--- config.mk ---
export PLATFORM = sky130hd
export DESIGN_NAME = operand_stage_flat
export DESIGN_NICKNAME = d
export VERILOG_FILES = /design/src/rtl/operand_stage_pkg.sv /design/src/rtl/operand_stage_if.sv /design/src/rtl/operand_stage_fwd.sv /design/src/rtl/operand_stage.sv /design/src/flat_wrapper.sv
export SDC_FILE = /design/constraint.sdc
export NUM_CORES = 1
export LEC_CHECK = 0
export ABC_CLOCK_PERIOD_IN_PS = 5500
export CAP_MARGIN = 20
export CORE_ASPECT_RATIO = 0.75
export CORE_MARGIN = 2
export CORE_UTILIZATION = 66
export DETAILED_ROUTE_END_ITERATION = 16
export DONT_BUFFER_PORTS = 1
export PLACE_DENSITY_LB_ADDON = 0.12
export SLEW_MARGIN = 10
export SYNTH_ARGS = -nofsm -noshare
export SYNTH_HDL_FRONTEND = slang
export SYNTH_SLANG_ARGS = --single-unit
--- constraint.sdc ---
create_clock -name clk -period 5.5 [get_ports clk]
set_input_delay 0.275 -clock clk [delete_from_list [all_inputs] [get_ports clk]]
set_output_delay 0.275 -clock clk [all_outputs]
set_load 0.05 [all_outputs]
--- src/rtl/operand_stage_pkg.sv ---
// Shared constants, one-hot instruction bit positions and FSM encoding for the
// operand stage.
package operand_stage_pkg;
  localparam int XLEN      = 32;
  localparam int INSTR_W   = 37;
  localparam int OP_ADD    = 0;
  localparam int IMM_OP_LO = 10;
  localparam int IMM_OP_HI = 18;

  typedef enum logic [1:0] {
    ST_EMPTY = 2'd0,
    ST_FULL  = 2'd1,
    ST_SKID  = 2'd2
  } state_t;
endpackage

--- src/rtl/operand_stage_if.sv ---
// Decode -> operand stage -> ALU handshake bundle, plus bypass and flush inputs.
interface operand_stage_if #(
  parameter int XLEN    = operand_stage_pkg::XLEN,
  parameter int INSTR_W = operand_stage_pkg::INSTR_W
);
  logic               in_valid, in_ready;
  logic [INSTR_W-1:0] in_instr;
  logic [XLEN-1:0]    in_rs1_val, in_rs2_val, in_imm;
  logic [4:0]         in_rs1_addr, in_rs2_addr, in_rd_addr;
  logic               fwd_ex_valid, fwd_wb_valid;
  logic [4:0]         fwd_ex_rd, fwd_wb_rd;
  logic [XLEN-1:0]    fwd_ex_data, fwd_wb_data;
  logic               flush;
  logic               out_valid, out_ready;
  logic [XLEN-1:0]    out_v1, out_v2;
  logic [INSTR_W-1:0] out_instr;
  logic [4:0]         out_rd;

  modport master (
    output in_valid, in_instr, in_rs1_val, in_rs2_val, in_imm,
           in_rs1_addr, in_rs2_addr, in_rd_addr,
           fwd_ex_valid, fwd_ex_rd, fwd_ex_data,
           fwd_wb_valid, fwd_wb_rd, fwd_wb_data, flush, out_ready,
    input  in_ready, out_valid, out_v1, out_v2, out_instr, out_rd
  );

  modport slave (
    input  in_valid, in_instr, in_rs1_val, in_rs2_val, in_imm,
           in_rs1_addr, in_rs2_addr, in_rd_addr,
           fwd_ex_valid, fwd_ex_rd, fwd_ex_data,
           fwd_wb_valid, fwd_wb_rd, fwd_wb_data, flush, out_ready,
    output in_ready, out_valid, out_v1, out_v2, out_instr, out_rd
  );
endinterface

--- src/rtl/operand_stage_fwd.sv ---
// Bypass priority for one source operand: x0 is zero, then ALU result, then
// writeback, then register file.
module operand_fwd import operand_stage_pkg::*; #(
  parameter int XLEN = operand_stage_pkg::XLEN
) (
  input  logic [4:0]      rs_i,
  input  logic [XLEN-1:0] rf_i,
  input  logic            ex_valid_i,
  input  logic [4:0]      ex_rd_i,
  input  logic [XLEN-1:0] ex_data_i,
  input  logic            wb_valid_i,
  input  logic [4:0]      wb_rd_i,
  input  logic [XLEN-1:0] wb_data_i,
  output logic [XLEN-1:0] val_o
);
  always_comb begin
    val_o = rf_i;
    if (rs_i == 5'd0)                        val_o = '0;
    else if (ex_valid_i && ex_rd_i == rs_i)  val_o = ex_data_i;
    else if (wb_valid_i && wb_rd_i == rs_i)  val_o = wb_data_i;
  end
endmodule

--- src/rtl/operand_stage.sv ---
// Operand stage: resolves bypassed operands on acceptance and holds them in a
// two-entry (main + skid) buffer that drives the ALU straight from registers.
module operand_stage import operand_stage_pkg::*; #(
  parameter int XLEN    = operand_stage_pkg::XLEN,
  parameter int INSTR_W = operand_stage_pkg::INSTR_W
) (
  input  logic          clk,
  input  logic          rst_n,
  operand_stage_if.slave bus
);
  typedef struct packed {
    logic [INSTR_W-1:0] instr;
    logic [4:0]         rd;
    logic [XLEN-1:0]    v1;
    logic [XLEN-1:0]    v2;
  } entry_t;

  state_t          state_q;
  logic            in_ready_q, out_valid_q;
  entry_t          main_q, skid_q, new_e;
  logic [XLEN-1:0] rs1_res, rs2_res;
  logic            in_fire, out_fire;

  assign in_fire  = bus.in_valid & in_ready_q;
  assign out_fire = out_valid_q & bus.out_ready;

  operand_fwd #(.XLEN(XLEN)) u_fwd_rs1 (
    .rs_i(bus.in_rs1_addr), .rf_i(bus.in_rs1_val),
    .ex_valid_i(bus.fwd_ex_valid), .ex_rd_i(bus.fwd_ex_rd), .ex_data_i(bus.fwd_ex_data),
    .wb_valid_i(bus.fwd_wb_valid), .wb_rd_i(bus.fwd_wb_rd), .wb_data_i(bus.fwd_wb_data),
    .val_o(rs1_res)
  );

  operand_fwd #(.XLEN(XLEN)) u_fwd_rs2 (
    .rs_i(bus.in_rs2_addr), .rf_i(bus.in_rs2_val),
    .ex_valid_i(bus.fwd_ex_valid), .ex_rd_i(bus.fwd_ex_rd), .ex_data_i(bus.fwd_ex_data),
    .wb_valid_i(bus.fwd_wb_valid), .wb_rd_i(bus.fwd_wb_rd), .wb_data_i(bus.fwd_wb_data),
    .val_o(rs2_res)
  );

  always_comb begin
    new_e.instr = bus.in_instr;
    new_e.rd    = bus.in_rd_addr;
    new_e.v1    = rs1_res;
    new_e.v2    = (|bus.in_instr[IMM_OP_HI:IMM_OP_LO]) ? bus.in_imm : rs2_res;
  end

  // Handshake outputs are registered alongside the state so neither ready nor
  // valid depends combinationally on the other side.
  always_ff @(posedge clk or negedge rst_n) begin
    if (!rst_n) begin
      state_q     <= ST_EMPTY;
      in_ready_q  <= 1'b0;
      out_valid_q <= 1'b0;
      main_q      <= '0;
      skid_q      <= '0;
    end else if (bus.flush) begin
      state_q     <= ST_EMPTY;
      in_ready_q  <= 1'b1;
      out_valid_q <= 1'b0;
    end else begin
      case (state_q)
        ST_EMPTY: begin
          in_ready_q <= 1'b1;
          if (in_fire) begin
            main_q      <= new_e;
            state_q     <= ST_FULL;
            out_valid_q <= 1'b1;
          end
        end
        ST_FULL: begin
          if (in_fire && out_fire) begin
            main_q <= new_e;
          end else if (in_fire) begin
            skid_q     <= new_e;
            state_q    <= ST_SKID;
            in_ready_q <= 1'b0;
          end else if (out_fire) begin
            state_q     <= ST_EMPTY;
            out_valid_q <= 1'b0;
          end
        end
        ST_SKID: begin
          if (out_fire) begin
            main_q     <= skid_q;
            state_q    <= ST_FULL;
            in_ready_q <= 1'b1;
          end
        end
        default: begin
          state_q     <= ST_EMPTY;
          in_ready_q  <= 1'b1;
          out_valid_q <= 1'b0;
        end
      endcase
    end
  end

  assign bus.in_ready  = in_ready_q;
  assign bus.out_valid = out_valid_q;
  assign bus.out_v1    = main_q.v1;
  assign bus.out_v2    = main_q.v2;
  assign bus.out_instr = main_q.instr;
  assign bus.out_rd    = main_q.rd;
endmodule
--- src/flat_wrapper.sv ---
// flat-port wrapper written by rule: the top's interface ports become plain ports
module operand_stage_flat import operand_stage_pkg::*;
#(
  parameter int XLEN    = operand_stage_pkg::XLEN,
  parameter int INSTR_W = operand_stage_pkg::INSTR_W
)
  (clk, rst_n, bus_in_valid, bus_in_instr, bus_in_rs1_val, bus_in_rs2_val, bus_in_imm, bus_in_rs1_addr, bus_in_rs2_addr, bus_in_rd_addr, bus_fwd_ex_valid, bus_fwd_ex_rd, bus_fwd_ex_data, bus_fwd_wb_valid, bus_fwd_wb_rd, bus_fwd_wb_data, bus_flush, bus_out_ready, bus_in_ready, bus_out_valid, bus_out_v1, bus_out_v2, bus_out_instr, bus_out_rd);
  operand_stage_if #(.XLEN(XLEN), .INSTR_W(INSTR_W)) bus_i ();
  input  logic clk;
  input  logic rst_n;
  input wire logic [$bits(bus_i.in_valid)-1:0] bus_in_valid;
  input wire logic [$bits(bus_i.in_instr)-1:0] bus_in_instr;
  input wire logic [$bits(bus_i.in_rs1_val)-1:0] bus_in_rs1_val;
  input wire logic [$bits(bus_i.in_rs2_val)-1:0] bus_in_rs2_val;
  input wire logic [$bits(bus_i.in_imm)-1:0] bus_in_imm;
  input wire logic [$bits(bus_i.in_rs1_addr)-1:0] bus_in_rs1_addr;
  input wire logic [$bits(bus_i.in_rs2_addr)-1:0] bus_in_rs2_addr;
  input wire logic [$bits(bus_i.in_rd_addr)-1:0] bus_in_rd_addr;
  input wire logic [$bits(bus_i.fwd_ex_valid)-1:0] bus_fwd_ex_valid;
  input wire logic [$bits(bus_i.fwd_ex_rd)-1:0] bus_fwd_ex_rd;
  input wire logic [$bits(bus_i.fwd_ex_data)-1:0] bus_fwd_ex_data;
  input wire logic [$bits(bus_i.fwd_wb_valid)-1:0] bus_fwd_wb_valid;
  input wire logic [$bits(bus_i.fwd_wb_rd)-1:0] bus_fwd_wb_rd;
  input wire logic [$bits(bus_i.fwd_wb_data)-1:0] bus_fwd_wb_data;
  input wire logic [$bits(bus_i.flush)-1:0] bus_flush;
  input wire logic [$bits(bus_i.out_ready)-1:0] bus_out_ready;
  output wire logic [$bits(bus_i.in_ready)-1:0] bus_in_ready;
  output wire logic [$bits(bus_i.out_valid)-1:0] bus_out_valid;
  output wire logic [$bits(bus_i.out_v1)-1:0] bus_out_v1;
  output wire logic [$bits(bus_i.out_v2)-1:0] bus_out_v2;
  output wire logic [$bits(bus_i.out_instr)-1:0] bus_out_instr;
  output wire logic [$bits(bus_i.out_rd)-1:0] bus_out_rd;
  assign bus_i.in_valid = bus_in_valid;
  assign bus_i.in_instr = bus_in_instr;
  assign bus_i.in_rs1_val = bus_in_rs1_val;
  assign bus_i.in_rs2_val = bus_in_rs2_val;
  assign bus_i.in_imm = bus_in_imm;
  assign bus_i.in_rs1_addr = bus_in_rs1_addr;
  assign bus_i.in_rs2_addr = bus_in_rs2_addr;
  assign bus_i.in_rd_addr = bus_in_rd_addr;
  assign bus_i.fwd_ex_valid = bus_fwd_ex_valid;
  assign bus_i.fwd_ex_rd = bus_fwd_ex_rd;
  assign bus_i.fwd_ex_data = bus_fwd_ex_data;
  assign bus_i.fwd_wb_valid = bus_fwd_wb_valid;
  assign bus_i.fwd_wb_rd = bus_fwd_wb_rd;
  assign bus_i.fwd_wb_data = bus_fwd_wb_data;
  assign bus_i.flush = bus_flush;
  assign bus_i.out_ready = bus_out_ready;
  assign bus_in_ready = bus_i.in_ready;
  assign bus_out_valid = bus_i.out_valid;
  assign bus_out_v1 = bus_i.out_v1;
  assign bus_out_v2 = bus_i.out_v2;
  assign bus_out_instr = bus_i.out_instr;
  assign bus_out_rd = bus_i.out_rd;
  operand_stage #(.XLEN(XLEN), .INSTR_W(INSTR_W)) u_core (.clk(clk), .rst_n(rst_n), .bus(bus_i));
endmodule
# [Word level (Yosys, flattened, before mapping)]
# Index checks and enable logic that the tools add are counted.
[op_classes] n_eq_ne=17 mux=29 bitwise=4 n_reduce_logical=15
[ops] cell="$mux 106" n=3
[ops] cell="$pmux 106 s3" n=1
[ops] cell="$mux 32" n=7
[ops] cell="$eq 5x5->1" n=4
[ops] cell="$mux 2" n=6
[ops] cell="$ne 3x2->1 const B" n=4
[ops] cell="$logic_not 5->1" n=2
[ops] cell="$reduce_and 5->1" n=2
[ops] cell="$mux 1" n=9
[ops] cell="$reduce_or 9->1" n=1
[ops] cell="$reduce_and 4->1" n=2
[ops] cell="$ne 2x1->1 const B" n=3
[ops] cell="$ne 3x3->1 const B" n=2
[ops] cell="$pmux 2 s3" n=1
[ops] cell="$logic_and 1x1->1" n=5
[ops] cell="$ne 4x2->1 const B" n=1
[ops] cell="$pmux 1 s3" n=1
[ops] cell="$reduce_and 3->1" n=1
[ops] cell="$reduce_bool 3->1" n=1
[ops] cell="$and 1x1->1" n=2
[ops] cell="$eq 2x1->1 const B" n=1
[ops] cell="$eq 2x2->1 const B" n=1
[ops] cell="$logic_not 2->1" n=1
[ops] cell="$ne 2x2->1 const B" n=1
[ops] cell="2 further kinds" n=3
[totals] reg_bits=216 input_bits=229 wordCells=76

# [Depth between registers and ports, before layout]
# Gate-level depths: netlist of the first run.
[depth] ltp_word=8 depth_mapped=9

# [Modules after synthesis]
# A second synthesis of the first run with hierarchy kept.
[hier_totals] cells_unflattened=1317 hier_area_um2=13087.6
[by_module_without_submodules] module="operand_stage" n_inst=1 cells_each=963 area_each_um2=10510.1 seq_area_each_um2=5405.2
[by_module_without_submodules] module="operand_fwd" n_inst=2 cells_each=177 area_each_um2=1288.7 seq_area_each_um2=0.0

# [Worst setup path before layout of the first run]
# No wires, ideal clock.
[synth_path] kind="register to register" from="reg u_core.out_valid_q, in the netlist u_core.bus.out_valid" to="reg u_core.skid_q[54] (netlist name)" arrival_ns=1.919 required_time_ns=5.363 path_slack_ns=3.443 path_stages_with_launch=8 synth_period_minus_slack_ns=2.057 path_cell_list="dfrtp_1 > a21bo_2 > or4_1 > clkbuf_1 > buf_2 > buf_2 > nand2_1 > o21ai_0"
[synth_via] elab_chain_len=4
[synth_lines] element="start, declared" line_no="operand_stage.sv:19" text="logic in_ready_q, out_valid_q;"
[synth_lines] element="start signal, assigned" line_no="operand_stage.sv:54" text="out_valid_q <= 1'b0;"
[synth_lines] element="start signal, assigned" line_no="operand_stage.sv:60" text="out_valid_q <= 1'b0;"
[synth_lines] element="start signal, assigned" line_no="operand_stage.sv:68" text="out_valid_q <= 1'b1;"
[synth_lines] element="$and 1x1->1" line_no="operand_stage.sv:25" text="assign out_fire = out_valid_q & bus.out_ready;"
[synth_lines] element="$logic_and 1x1->1" line_no="operand_stage.sv:72" text="if (in_fire && out_fire) begin"
[synth_lines] element="$not 1->1 (no line)"
[synth_lines] element="$reduce_and 4->1 (no line)"
[synth_lines] element="end signal, assigned" line_no="operand_stage.sv:75" text="skid_q <= new_e;"
[synth_lines] element="end, declared" line_no="operand_stage.sv:20" text="entry_t main_q, skid_q, new_e;"
# Every way passes these cells.
# A chain may end at the register's enable or synchronous reset.

# [Worst setup path after layout of the first run]
[layout_path] from="reg u_core.out_valid_q, in the netlist u_core.bus.out_valid" to="reg u_core.skid_q[67] (netlist name)"
# The elaborated chain is that of the path after synthesis.

==> results of run 1 <==
## logic make-up after synthesis
family | Yosys count | synth area share
simple gates | 601 | 0.246
compound gates | 303 | 0.193
flops | 216 | 0.466
buf+inv | 122 | 0.0448
mux | 39 | 0.0344
xor+xnor | 20 | 0.0151
## layer usage
| metal | wire (µm) | up-vias |
|---|---|---|
| met3 | 4370 | 103 |
| met5 | 13 | - |
| met4 | 1540 | 2 |
| li1 | - | 4692 |
| met1 | 15300 | 5181 |
| met2 | 16900 | 641 |
## per-stage QoR
stage               std cells  utilization  setup WS, ps  hold slack (ps)
finish                   1573        0.774          2660             26.8
global route             1564        0.773          2580             10.8
CTS                      1549        0.771          2710             11.9
detailed placement       1432        0.678          2710            -15.8
global placement         1432        0.678          2770            -16.6
floorplan                1301            -          3440            -20.6
## worst max-delay path: stages (launching register included)
cell and delay, ps:
dfrtp_1 610, a21bo_2 350, or4_2 1050, buf_4 450, nand2_1 170, nand2_1 70
## cell usage after synthesis (all sizes together)
| cell | count |
|---|---|
| o211ai | 26 |
| a311oi | 6 |
| nand4 | 2 |
| nor2b | 2 |
| o22a | 1 |
| o311ai | 58 |
| xor2 | 9 |
| a21o | 1 |
| dfrtp | 216 |
| a41oi | 32 |
| a21bo | 1 |
| and3 | 64 |
| nor4 | 4 |
| clkbuf | 79 |
| buf | 43 |
| o21ai | 33 |
| a21oi | 4 |
| nand2b | 35 |
| or4 | 1 |
| nand3b | 33 |
| nand2 | 303 |
| and4 | 1 |
| a21boi | 58 |
| xnor2 | 11 |
| or2 | 1 |
| nand4b | 1 |
| nor2 | 81 |
| nor3 | 9 |
| mux2i | 32 |
| and2 | 4 |
| nand3 | 33 |
| or3 | 26 |
| mux2 | 7 |
| o21bai | 2 |
| a221o | 6 |
| and3b | 1 |
| a31oi | 75 |
## how the worst max path moves through the flow
stage | from | to | slack, ps | cells after the start
floorplan | u_core.bus.out_valid$_DFFE_PN0P_ | u_core.skid_q[54]$_DFFE_PN0P_ | 3440 | 7
global placement | u_core.bus.out_valid$_DFFE_PN0P_ | u_core.skid_q[100]$_DFFE_PN0P_ | 2770 | 5
detailed placement | u_core.bus.out_valid$_DFFE_PN0P_ | u_core.skid_q[100]$_DFFE_PN0P_ | 2710 | 5
CTS | u_core.bus.out_valid$_DFFE_PN0P_ | u_core.skid_q[102]$_DFFE_PN0P_ | 2710 | 5
global route | u_core.bus.out_valid$_DFFE_PN0P_ | u_core.skid_q[67]$_DFFE_PN0P_ | 2580 | 5
finish | u_core.bus.out_valid$_DFFE_PN0P_ | u_core.skid_q[67]$_DFFE_PN0P_ | 2660 | 5
## area by class of cell
type	count	area, µm²	area share
multi-input combinational	963	5710	0.433
sequential	216	5410	0.410
timing repair buffer	94	928	0.0704
clock buffer	28	624	0.0474
tap	236	295	0.0224
clock inverter	12	163	0.0123
antenna	24	60.1	0.00456
## layout by cell type, fill, tap and decap left out, types with 2 or more instances in the layout
cell,netlist,layout
nand2_1,303,303
dfrtp_1,216,216
nor2_1,81,81
dlygate4sd3_1,0,76
a31oi_1,75,75
a21boi_0,53,53
and3_1,52,52
o311ai_1,40,40
nand2b_1,35,34
nand3_1,33,33
nand3b_1,33,33
o21ai_0,33,33
mux2i_1,32,32
a41oi_1,32,32
or3_1,26,26
o211ai_1,26,26
diode_2,0,24
clkbuf_16,0,23
o311ai_0,16,16
buf_4,3,16
and3_2,12,12
xnor2_1,11,11
xor2_1,9,9
nor3_1,9,9
mux2_2,7,7
clkinv_2,0,7
a311oi_1,6,6
a221o_1,6,6
a21boi_1,5,5
bufinv_16,0,4
nor4_4,2,3
and2_1,3,3
clkbuf_8,0,3
nor2b_4,0,2
o311ai_2,2,2
nand4_1,2,2
o21bai_1,2,2
a21oi_1,4,2
clkbuf_1,76,2
## state kept, by name, summed over array words and instances, names as in the netlist
register              count
u_core.skid_q           106
u_core.bus.out_instr     37
u_core.bus.out_v1        32
u_core.bus.out_v2        32
u_core.bus.out_rd         5
u_core.state_q            2
u_core.bus.in_ready       1
u_core.bus.out_valid      1
## power by group
| part | internal [mW] | switching [mW] |
|---|---|---|
| combinational | 0.439 | 0.540 |
| sequential | 2.12 | 1.19 |
| clock | 0.991 | 0.619 |
==> results.py, run 1 <==
metrics = {
    "yosys": {
        "seq_area_frac_synth": 0.466,
        "synth_area_leader_cell": "dfrtp_1",
        "synth_area_leaders": "dfrtp_1 47%, nand2_1 9.8%, a31oi_1 4.0%",
        "synthCells": 1301,
        "synth_nets": 1530,
        "synth_top_area_frac": 0.466,
        "syn_avg_cell_area_um2": 8.91,
        "syn-cell-area_um2": 11600,
        "ys_types": 48,
        "ys_ff_latch": 216,
        "yosys_warnings": 0,
    },
    "finish": {
        "final_nets": 1526,
        "final_area_um2": 13200,
        "area_growth_pct": 13.7,
        "drive_gt1_frac": 0.0678,
        "fillerInstances": 1133,
    },
    "floorplanning": {
        "chipWidth_um": 157,
        "rows": 41,
        "initial_utilization": 0.681,
        "dieHeight_um": 119,
        "die-area_um2": 18600,
        "design.core.area_um2": 17000,
        "ioPinCount": 337,
    },
    "setup_path": {
        "crit_arrival_ps": 3230,
        "path_class": "reg -> reg",
        "reg2reg_to": "u_core.skid_q[67]$_DFFE_PN0P_",
        "rr_worst_depth": 5,
        "start_kind": "flop",
        "required_ps": 5890,
        "cp_max_fo": 53,
        "end_kind": "flop",
        "reg2reg_from": "u_core.bus.out_valid$_DFFE_PN0P_",
        "reg2reg_slack_ps": 2660,
    },
    "route": {
        "first_pass_iters": 8,
        "drt-total-wl_mm": 38.1,
        "drcViolationCount": 0,
        "final_antenna_net_count": 0,
        "num_vias": 10600,
        "first_iter_violations": 1492,
        "drt-wirelength-per-cell_um": 24.3,
        "vias_per_cell": 6.75,
    },
    "cts": {
        "postCtsSetupBuffers": 0,
        "tritoncts": "done",
        "h-tree-depth": 1,
        "clock-sinks": 216,
        "ctsResizeCount": 0,
        "clk_pin_slew_worst_paths_ps": 60,
        "root_buffer": "clkbuf_16",
        "clock_latency_ps": 500,
        "postCtsHoldBufs": 77,
        "cts.path.max_buffers": 3,
        "numCtsBuffers": 22,
    },
    "global_route": {
        "grt_start_max_net_pins": 217,
        "grt.total_usage": 0.403,
        "grt_antenna_before_repair": 21,
        "grt_pass1_wl_mm": 58.1,
        "grtUsageMet3": 0.127,
        "grt_busiest_layer": "met2",
        "grt_pass1_vias": 10100,
        "use_met1": 0.564,
        "met2_usage": 0.575,
        "grt_overflow_total": 0,
    },
    "pwr": {
        "power_mw": 5.90,
        "leakagePower_nw": 5.50,
        "p_per_area_nw_per_um2": 448,
        "vdd_drop_max_mv": 0.352,
    },
    "flow_run": {
        "maxCapViolations": 0,
    },
    "sta": {
        "setup_tns_ps": 0,
        "setup_viol": 0,
        "hold_viol": 0,
        "clock.fmax_ghz": 0.352,
        "worst_slew_pin_slew_ps": 1110,
        "period_share": 0.516,
        "grt_setup_unrepaired": "no",
        "skew_ps": 18.4,
        "relSlewSlack": 0.248,
        "fin_crit_ps": 2840,
        "maxSlewViolCount": 0,
    },
    "hold_path": {
        "min_path_cells": 2,
        "min_path_type": "in -> reg",
        "worstHoldStart": "bus_in_imm[5]",
        "hold_end": "u_core.skid_q[5]$_DFFE_PN0P_",
    },
    "place": {
        "portBuffers": 0,
        "detailed_place_hpwl_mm": 24.2,
        "gp_congestion": 1.03,
        "placed_cell_area_um2": 11500,
    },
    "status": {
        "status": "completed",
    },
}
No activity file was read; power rests on OpenSTA's default activity.
==> inputs of run 2 (changes only) <==
--- a/config.mk
+++ b/config.mk
@@ -5,11 +5,11 @@
 export SDC_FILE = /design/constraint.sdc
 export NUM_CORES = 1
 export LEC_CHECK = 0
-export ABC_CLOCK_PERIOD_IN_PS = 5500
+export ABC_CLOCK_PERIOD_IN_PS = 2800
 export CAP_MARGIN = 20
 export CORE_ASPECT_RATIO = 0.75
 export CORE_MARGIN = 2
-export CORE_UTILIZATION = 66
+export CORE_UTILIZATION = 64
 export DETAILED_ROUTE_END_ITERATION = 16
 export DONT_BUFFER_PORTS = 1
 export PLACE_DENSITY_LB_ADDON = 0.12
==> constraint.sdc (replaced) <==
create_clock -name clk -period 2.8 [get_ports clk]
set_input_delay 0.14 -clock clk [delete_from_list [all_inputs] [get_ports clk]]
set_output_delay 0.14 -clock clk [all_outputs]
set_load 0.05 [all_outputs]
==> results.py, run 2 (synthesis results as in run 1) <==
metrics = {
    "finish": {
        "area_growth_pct": 15.9,
        "drive_gt1_frac": 0.0844,
        "final_nets": 1554,
        "fillerInstances": 1229,
        "largest_reg_flops": 106,
        "instances_no_fill": 1588,
        "final_cell_mix": "303 x nand2_1, 216 x dfrtp_1, 81 x nor2_1",
        "final_common_cell": "nand2_1",
        "registers.top_by_ff_count": "u_core.skid_q",
    },
    "sta": {
        "grt_setup_unrepaired": "no",
        "maxSlewViolCount": 0,
        "period_share": 0.862,
        "setup_ws_ps": 387,
        "setup_viol": 0,
        "skew_ps": 11.8,
        "setup_tns_ps": 0,
        "hold_slack_ps": -675,
        "relSlewSlack": 0.469,
        "clock.fmax_ghz": 0.415,
        "fin_crit_ps": 2410,
        "worst_slew_pin_slew_ps": 794,
        "hold_viol": 216,
    },
    "route": {
        "first_pass_iters": 6,
        "drcViolationCount": 0,
        "first_iter_violations": 1527,
        "final_antenna_net_count": 0,
        "vias_per_cell": 6.78,
        "num_vias": 10800,
        "drt-wirelength-per-cell_um": 24.3,
        "drt-total-wl_mm": 38.6,
    },
    "cts": {
        "clk_pin_slew_worst_paths_ps": 60,
        "h-tree-depth": 1,
        "postCtsSetupBuffers": 0,
        "postCtsHoldBufs": 79,
        "clock-sinks": 216,
        "root_buffer": "clkbuf_16",
        "cts.path.max_buffers": 3,
        "numCtsBuffers": 22,
        "tritoncts": "done",
        "clock_latency_ps": 510,
    },
    "setup_path": {
        "crit_arrival_ps": 2860,
        "crit_family": "buffers and inverters",
        "crit_chain": "a21bo_2 > nor4_4 > buf_12 > nor2_1 > a31oi_1 > dlygate4sd3_1",
        "cpMaxStageDelayCell": "dlygate4sd3_1",
        "path_class": "reg -> reg",
        "crit_buf_inv": 2,
        "end_kind": "flop",
        "start_kind": "flop",
        "cp_max_fo": 106,
        "slowest_delay_ps": 570,
        "required_ps": 3250,
    },
    "floorplanning": {
        "dieHeight_um": 121,
        "design.core.area_um2": 17700,
        "die-area_um2": 19200,
        "rows": 42,
        "chipWidth_um": 159,
        "ioPinCount": 337,
        "initial_utilization": 0.655,
    },
    "global_route": {
        "grt_pass1_vias": 10100,
        "grt_antenna_before_repair": 11,
        "grt.total_usage": 0.397,
        "grt_pass1_wl_mm": 59.4,
        "grt_start_max_net_pins": 217,
        "grt_overflow_total": 0,
    },
    "place": {
        "detailed_place_hpwl_mm": 25.7,
        "dp_slack_ps": 541,
        "dpl.cell_count": 1464,
        "gp_congestion": 1.04,
        "portBuffers": 0,
    },
    "status": {
        "violations": "hold timing",
        "status": "finished, violations left",
    },
    "pwr": {
        "leakagePower_nw": 5.66,
        "vdd_drop_max_mv": 0.629,
        "p_per_area_nw_per_um2": 870,
    },
    "flow_run": {
        "maxCapViolations": 0,
    },
    "hold_path": {
        "min_path_type": "in -> async",
    },
}
==> run 2: changes by cell type in the layout (fill, tap and decap cells not counted), sizes merged <==
cell / delta
clkbuf: +2
dlygate4sd3: +3
clkinv: -3
clkinvlp: -1
buf: +25
diode: -17
==> run 2: per-stage QoR <==
stage | power (mW) | area [µm²] | util
2_1_floorplan | 7.71 | 11600 | -
3_3_place_gp | 8.18 | 11800 | 0.668
3_5_place_dp | 8.29 | 11800 | 0.668
4_1_cts | 11.6 | 13400 | 0.758
5_1_grt | 12.2 | 13400 | 0.759
6_report | 11.7 | 13400 | 0.759
==> run 2: power by group <==
group | internal (mW) | leakage, nW | switching [mW]
clock network | 2.01 | 0.400 | 1.26
logic | 0.918 | 2.70 | 1.01
registers | 4.16 | 2.55 | 2.32
total | 7.09 | 5.66 | 4.59
==> run 2: layer usage <==
metal,share of wire,wire length [µm],vias up,track usage
li1,-,-,4725,-
met5,0.00065,25,-,0
met2,0.43,16500,710,0.556
met3,0.13,5110,104,0.138
met4,0.042,1630,4,0.158
met1,0.40,15300,5224,0.567
==> run 2: path summary, 6_finish.rpt <==
| kind | from | to | slack, ps | cells after the start |
|---|---|---|---|---|
| setup reg to reg | u_core.state_q[0]$_DFFE_PN0P_ | u_core.skid_q[27]$_DFFE_PN0P_ | 390 | 6 |
| setup / recovery | u_core.state_q[0]$_DFFE_PN0P_ | u_core.skid_q[27]$_DFFE_PN0P_ | 390 | 6 |
| hold reg to reg | u_core.skid_q[68]$_DFFE_PN0P_ | u_core.skid_q[68]$_DFFE_PN0P_ | 470 | 2 |
| max in group asynchronous | rst_n | u_core.bus.out_v2[15]$_DFFE_PN0P_ | 3050 | 0 |
| min in group clk | bus_fwd_ex_data[28] | u_core.skid_q[28]$_DFFE_PN0P_ | 10 | 3 |
| hold / removal | rst_n | u_core.skid_q[47]$_DFFE_PN0P_ | -670 | 0 |
==> run 2: layout make-up <==
type	count	area, µm²	area share
antenna	7	17.5	0.00130
clock buffer	30	662	0.0493
multi-input combinational	963	5710	0.425
sequential	216	5410	0.402
clock inverter	8	140	0.0104
tap	242	303	0.0225
timing repair buffer	122	1200	0.0894
==> run 2: repair_timing <==
action	in CTS	in global routing
gates resized for setup	0	0
hold endpoints to repair	368	216
setup endpoints to repair	0	0
